===== src/rtl/alu_result_serializer.sv =====
// alu_result_serializer
// Captures one ALU result word plus its {N,Z,C,V} flags through a valid/ready
// handshake and shifts the frame out LSB first on a serial valid/ready link:
// data bits, then flag bits, then an optional even-parity bit.
// Optional feature macro: SERIALIZER_PARITY_EN (adds the PARITY state and
// the trailing parity bit).
module alu_result_serializer #(
    parameter int WIDTH = 8
) (
    input  logic             clk,
    input  logic             rst,
    input  logic             in_valid,
    output logic             in_ready,
    input  logic [WIDTH-1:0] in_data,
    input  logic [3:0]       in_flags,
    output logic             ser_out,
    output logic             ser_valid,
    input  logic             ser_ready,
    output logic             ser_last,
    output logic             busy
);

    localparam int FW = WIDTH + 4;
    localparam int CW = $clog2(WIDTH + 5);

    // The counter runs across the whole frame, so phase boundaries are
    // absolute bit indices.
    localparam logic [CW-1:0] LAST_DATA = CW'(WIDTH - 1);
    localparam logic [CW-1:0] LAST_FLAG = CW'(WIDTH + 3);

`ifdef SERIALIZER_PARITY_EN
    typedef enum logic [1:0] {IDLE, DATA, FLAGS, PARITY} state_t;
`else
    typedef enum logic [1:0] {IDLE, DATA, FLAGS} state_t;
`endif

    state_t          state;
    state_t          state_nxt;
    logic [FW-1:0]   shift_reg;
    logic [CW-1:0]   cnt;
    logic            xfer;
    logic            load;
`ifdef SERIALIZER_PARITY_EN
    logic            parity;
`endif

    assign load = (state == IDLE) && in_valid;
    assign xfer = ser_valid && ser_ready;

    // State register
    always_ff @(posedge clk) begin
        if (rst) begin
            state <= IDLE;
        end else begin
            state <= state_nxt;
        end
    end

    // Next-state decode
    always_comb begin
        state_nxt = state;
        case (state)
            IDLE: begin
                if (in_valid) begin
                    state_nxt = DATA;
                end
            end
            DATA: begin
                if (xfer && (cnt == LAST_DATA)) begin
                    state_nxt = FLAGS;
                end
            end
            FLAGS: begin
                if (xfer && (cnt == LAST_FLAG)) begin
`ifdef SERIALIZER_PARITY_EN
                    state_nxt = PARITY;
`else
                    state_nxt = IDLE;
`endif
                end
            end
`ifdef SERIALIZER_PARITY_EN
            PARITY: begin
                if (xfer) begin
                    state_nxt = IDLE;
                end
            end
`endif
            default: state_nxt = IDLE;
        endcase
    end

    // Frame capture, shifting and bit counting
    always_ff @(posedge clk) begin
        if (rst) begin
            shift_reg <= '0;
            cnt       <= '0;
`ifdef SERIALIZER_PARITY_EN
            parity    <= 1'b0;
`endif
        end else if (load) begin
            shift_reg <= {in_flags, in_data};
            cnt       <= '0;
`ifdef SERIALIZER_PARITY_EN
            parity    <= ^{in_flags, in_data};
`endif
        end else if (xfer && ((state == DATA) || (state == FLAGS))) begin
            shift_reg <= {1'b0, shift_reg[FW-1:1]};
            cnt       <= cnt + CW'(1);
        end
    end

    // Output decode from registered state and datapath only
    always_comb begin
        in_ready  = 1'b0;
        busy      = 1'b1;
        ser_valid = 1'b0;
        ser_out   = 1'b0;
        ser_last  = 1'b0;
        case (state)
            IDLE: begin
                in_ready = 1'b1;
                busy     = 1'b0;
            end
            DATA: begin
                ser_valid = 1'b1;
                ser_out   = shift_reg[0];
            end
            FLAGS: begin
                ser_valid = 1'b1;
                ser_out   = shift_reg[0];
`ifndef SERIALIZER_PARITY_EN
                ser_last  = (cnt == LAST_FLAG);
`endif
            end
`ifdef SERIALIZER_PARITY_EN
            PARITY: begin
                ser_valid = 1'b1;
                ser_out   = parity;
                ser_last  = 1'b1;
            end
`endif
            default: begin
                in_ready = 1'b0;
                busy     = 1'b1;
            end
        endcase
    end

endmodule


===== config.mk =====
export PLATFORM = sky130hd
export DESIGN_NAME = alu_result_serializer
export DESIGN_NICKNAME = d
export VERILOG_FILES = /design/src/rtl/alu_result_serializer.sv
export SDC_FILE = /design/constraint.sdc
export NUM_CORES = 1
export LEC_CHECK = 0
export ABC_AREA = 1
export CORE_AREA = 4 4 43 45
export DETAILED_ROUTE_END_ITERATION = 6
export DIE_AREA = 0 0 47 49
export DONT_BUFFER_PORTS = 1
export PLACE_DENSITY = 0.86
export SKIP_CTS_REPAIR_TIMING = 1
export SYNTH_ARGS = -nofsm -noshare
export SYNTH_HDL_FRONTEND = slang
export SYNTH_SLANG_ARGS = --single-unit

===== constraint.sdc =====
create_clock -name clk -period 4.1 [get_ports clk]
set_clock_uncertainty 0.05 [all_clocks]
set_input_delay 0.41 -clock clk [delete_from_list [all_inputs] [get_ports clk]]
set_output_delay 0.41 -clock clk [all_outputs]
set_load 0.01 [all_outputs]

==> flow_summary.html <==
<table>
<tr><th>Metric</th><th>Value</th></tr>
<tr><th colspan="2">Status</th></tr>
<tr><td>Status</td><td>finished, final reports clean</td></tr>
<tr><th colspan="2">Final layout</th></tr>
<tr><td>Max reg flops</td><td>12</td></tr>
<tr><td>Area delta synth-&gt;final</td><td>3.31%</td></tr>
<tr><td>Fraction of final layout cells with drive strength greater than 1</td><td>~8.7%</td></tr>
<tr><td>Nets@finish</td><td>148</td></tr>
<tr><td>Utilization after layout</td><td>63.6%</td></tr>
<tr><td>Final antenna diode count</td><td>0</td></tr>
<tr><td>Count of filler cells inserted in the layout</td><td>about 150</td></tr>
<tr><th colspan="2">Logic synthesis</th></tr>
<tr><td>Synth area leaders</td><td>sky130_fd_sc_hd__dfxtp_1 (40%), sky130_fd_sc_hd__nand2_1 (15%), sky130_fd_sc_hd__a21oi_1 (7.2%)</td></tr>
<tr><td>Post-synth top flop</td><td>sky130_fd_sc_hd__dfxtp_1</td></tr>
<tr><td>Largest area contributor in the synthesized netlist</td><td>sky130_fd_sc_hd__dfxtp_1</td></tr>
<tr><td>Synth unique cells</td><td>25</td></tr>
<tr><td>Net count of the mapped netlist</td><td>roughly 150</td></tr>
<tr><td>Gate Count Post-Synth</td><td>roughly 130</td></tr>
<tr><td>Share of synthesized area occupied by flip-flops and latches</td><td>39.8%</td></tr>
<tr><td>EDFF count, synth</td><td>0</td></tr>
<tr><td>FFs w/ async S/R, synth</td><td>0%</td></tr>
<tr><td>Cell with the most instances after synthesis</td><td>sky130_fd_sc_hd__nand2_1</td></tr>
<tr><td>Number of warning messages in the yosys log</td><td>0</td></tr>
<tr><td>Commonest cells in the netlist</td><td>sky130_fd_sc_hd__nand2_1 (37), sky130_fd_sc_hd__dfxtp_1 (18), sky130_fd_sc_hd__a21oi_1 (13), sky130_fd_sc_hd__inv_1 (11), sky130_fd_sc_hd__o21ai_0 (7)</td></tr>
<tr><td>Area share of the largest cell type after synthesis</td><td>about 40%</td></tr>
<tr><td>Mean post-synth cell area</td><td>roughly 7.2 um2</td></tr>
<tr><td>Synth Cell Area</td><td>around 910 um2</td></tr>
<tr><td>Synthesis-stage register bit count</td><td>18</td></tr>
<tr><th colspan="2">Timing</th></tr>
<tr><td>Unrepaired setup endpoints after global routing</td><td>no</td></tr>
<tr><td>Final Hold Violating Endpoints</td><td>0</td></tr>
<tr><td>Slew headroom</td><td>just under 60%</td></tr>
<tr><td>Max Transition Viols Final</td><td>0</td></tr>
<tr><td>Slew at the pin closest to its max-slew limit</td><td>about 610 ps</td></tr>
<tr><td>Final clock period utilization by the worst path</td><td>46.8%</td></tr>
<tr><td>Minimum setup slack in the final design</td><td>around 2200 ps</td></tr>
<tr><td>Fmax achieved</td><td>521 MHz</td></tr>
<tr><td>Setup tns final</td><td>0 ps</td></tr>
<tr><td>Final Setup Violations</td><td>0</td></tr>
<tr><td>Final Critical Period</td><td>approximately 1900 ps</td></tr>
<tr><th colspan="2">Setup path</th></tr>
<tr><td>Crit end category</td><td>flip-flop</td></tr>
<tr><td>Startpoint of the worst-slack reg-to-reg timing path</td><td>state[0]</td></tr>
<tr><td>FF-to-FF End</td><td>shift_reg[4]</td></tr>
<tr><td>Buffers plus inverters on the worst setup path</td><td>2</td></tr>
<tr><td>Family with the most delay on the worst path</td><td>simple AND/OR/NAND/NOR gates</td></tr>
<tr><td>Worst reg2reg path depth</td><td>7</td></tr>
<tr><td>Cell occurring most often along the worst timing path</td><td>sky130_fd_sc_hd__nand2_1</td></tr>
<tr><td>CP required</td><td>4280 ps</td></tr>
<tr><td>Last element of the critical path</td><td>shift_reg[4]</td></tr>
<tr><td>Number of cells on the critical path</td><td>7</td></tr>
<tr><td>Peak fanout along the critical path</td><td>20</td></tr>
<tr><td>Critical path origin</td><td>state[0]</td></tr>
<tr><td>Worst reg2reg setup slack</td><td>around 2200 ps</td></tr>
<tr><td>Master of the slowest instance on the critical path</td><td>sky130_fd_sc_hd__nand2_1</td></tr>
<tr><td>Highest cell delay on the worst timing path</td><td>between 400 and 500 ps</td></tr>
<tr><td>Crit path kind</td><td>reg -&gt; reg</td></tr>
<tr><td>Data arrival time of the critical path</td><td>2100 ps</td></tr>
<tr><td>Critical-path cell list</td><td>inv_1, ha_1, nand2_1, nand2_1, inv_2, nand2_1, a21oi_1</td></tr>
<tr><td>Nature of the critical path startpoint</td><td>flip-flop</td></tr>
<tr><th colspan="2">Floorplan</th></tr>
<tr><td>Site Rows</td><td>14</td></tr>
<tr><td>Die boundary height</td><td>slightly below 50 um</td></tr>
<tr><td>Horizontal die dimension</td><td>roughly 47 um</td></tr>
<tr><td>Starting utilization of the core area</td><td>between 60% and 70%</td></tr>
<tr><td>Full die area</td><td>approximately 2300 um2</td></tr>
<tr><td>Area of the core region</td><td>1470 um2</td></tr>
<tr><td># IOs</td><td>21</td></tr>
<tr><th colspan="2">Placed design</th></tr>
<tr><td>Detailed Place HPWL</td><td>~1.3 mm</td></tr>
<tr><td>Number of input and output port buffers inserted</td><td>0</td></tr>
<tr><td>Post-placement worst setup slack</td><td>2180 ps</td></tr>
<tr><td>Final Wtd Congestion</td><td>between 0.8 and 0.9</td></tr>
<tr><th colspan="2">Power</th></tr>
<tr><td>Worst supply voltage drop on vdd</td><td>between 0.0003 and 0.0004 V</td></tr>
<tr><td>Static leakage power</td><td>roughly 0.00041 uW</td></tr>
<tr><td>Part of the total power dissipated in sequential elements</td><td>40.2%</td></tr>
<tr><td>Power density over the cells</td><td>a little under 700 nW/um2</td></tr>
<tr><td>P_int</td><td>~370 uW</td></tr>
<tr><td>Total power</td><td>approximately 640 uW</td></tr>
<tr><td>Clock power frac</td><td>roughly 17%</td></tr>
<tr><td>Switch Pwr</td><td>approximately 270 uW</td></tr>
<tr><td>Switching Fraction</td><td>about two fifths</td></tr>
<tr><td>Combinational power share</td><td>43.1%</td></tr>
<tr><th colspan="2">Clock tree</th></tr>
<tr><td># H-tree levels</td><td>1</td></tr>
<tr><td>Total clock buffers created by CTS</td><td>3</td></tr>
<tr><td>Root cell of the clock tree</td><td>sky130_fd_sc_hd__clkbuf_4</td></tr>
<tr><td>Clock latency on the worst-skew pair</td><td>roughly 290 ps</td></tr>
<tr><td>Clk pin slew, worst setup/hold paths</td><td>about 100 ps</td></tr>
<tr><td>TritonCTS clock tree</td><td>built</td></tr>
<tr><td>Count of clock tree sinks</td><td>18</td></tr>
<tr><td>CTS Buffer Depth</td><td>2</td></tr>
<tr><th colspan="2">Detailed routing</th></tr>
<tr><td>Via count of the routed design</td><td>between 700 and 800</td></tr>
<tr><td>DRC violations left</td><td>0</td></tr>
<tr><td>Post-DRT Antenna Nets</td><td>0</td></tr>
<tr><td>Detailed Route WL</td><td>about 1.7 mm</td></tr>
<tr><td>Starting DRC count in detailed routing</td><td>16</td></tr>
<tr><td>Drt wl/cell</td><td>12.2 um</td></tr>
<tr><td>First-pass DRT Iterations</td><td>4</td></tr>
<tr><td>Vias per inst</td><td>5.49</td></tr>
<tr><th colspan="2">Global route</th></tr>
<tr><td>Antenna violations before repair</td><td>0</td></tr>
<tr><td>First-pass GRT wire length</td><td>~3 mm</td></tr>
<tr><td>Via count of the first global-routing pass</td><td>roughly 740</td></tr>
<tr><td>Maximum number of pins on one net before global-route repair</td><td>21</td></tr>
<tr><td>GRT Total Usage</td><td>between 15 and 20%</td></tr>
<tr><td>Gr ovfl total</td><td>0</td></tr>
<tr><th colspan="2">Worst hold path</th></tr>
<tr><td>Hold Crit Class</td><td>in -&gt; reg</td></tr>
<tr><th colspan="2">Job</th></tr>
<tr><td>Maxcap violations</td><td>0</td></tr>
</table>
kinds of logic after synthesis:
kind of cell | Yosys count | share of synthesized area, %
buffers and inverters | 18 | 8.84
AO/OA/AOI/OAI | 28 | 16.9
flip-flops | 18 | 39.8
AND/OR/NAND/NOR | 57 | 27.6
adder cells (fa/ha/maj) | 5 | 6.91
how the worst min path moves through the flow:
stage                  startpoint       endpoint  slack (ps)  depth (start not counted)
floorplan           shift_reg[11]  shift_reg[11]         390                          2
global placement     shift_reg[5]   shift_reg[5]         400                          2
detailed placement   shift_reg[6]   shift_reg[6]         400                          2
CTS                           rst   shift_reg[9]         120                          1
global route                  rst   shift_reg[5]         100                          1
finish                        rst   shift_reg[6]         120                          1
through the flow:
step	cells	area, um2	hold WS [ps]
2_1_floorplan	126	906	390
5_1_grt	142	936	103
3_3_place_gp	138	900	397
4_1_cts	142	936	120
3_5_place_dp	138	900	401
6_report	142	936	122
final cells by class:
type                            count  area, um2  area share [%]
Tap cell                           16       20.0            2.14
Multi-Input combinational cell     90        465            49.7
Inverter                           14       53.8            5.75
Clock buffer                        4       36.3            3.88
Sequential cell                    18        360            38.5
layout by cell type (no fill, tap or decap), drive strengths merged, types with 2 or more instances in the layout:
master / instances
ha: 5
clkbuf: 4
nor2: 6
inv: 13
nand2: 39
o221ai: 2
o21ai: 10
a21oi: 13
nand3: 4
a31oi: 2
nor3: 3
dfxtp: 18
worst register-to-register path, cell delays in order, from the launching register on:
cell                      delay, ps
sky130_fd_sc_hd__dfxtp_1        350
sky130_fd_sc_hd__inv_1           90
sky130_fd_sc_hd__ha_1           270
sky130_fd_sc_hd__nand2_1        480
sky130_fd_sc_hd__nand2_1        210
sky130_fd_sc_hd__inv_2          200
sky130_fd_sc_hd__nand2_1         70
sky130_fd_sc_hd__a21oi_1        150
power groups by stage:
stage | combinational (uW) | sequential [uW] | clock [uW]
finish | 276 | 257 | 107
global route | 319 | 261 | 117
CTS | 279 | 256 | 109
detailed placement | 278 | 260 | 0
global placement | 270 | 256 | 0
floorplan | 248 | 252 | 0
routing by layer:
layer | routed length, um | GRT usage, %
met5 | 0 | 0
met4 | 25 | 5.53
met3 | 91 | 2.95
met2 | 850 | 27.6
met1 | 770 | 21.7
(Power assumes the default switching activity.)
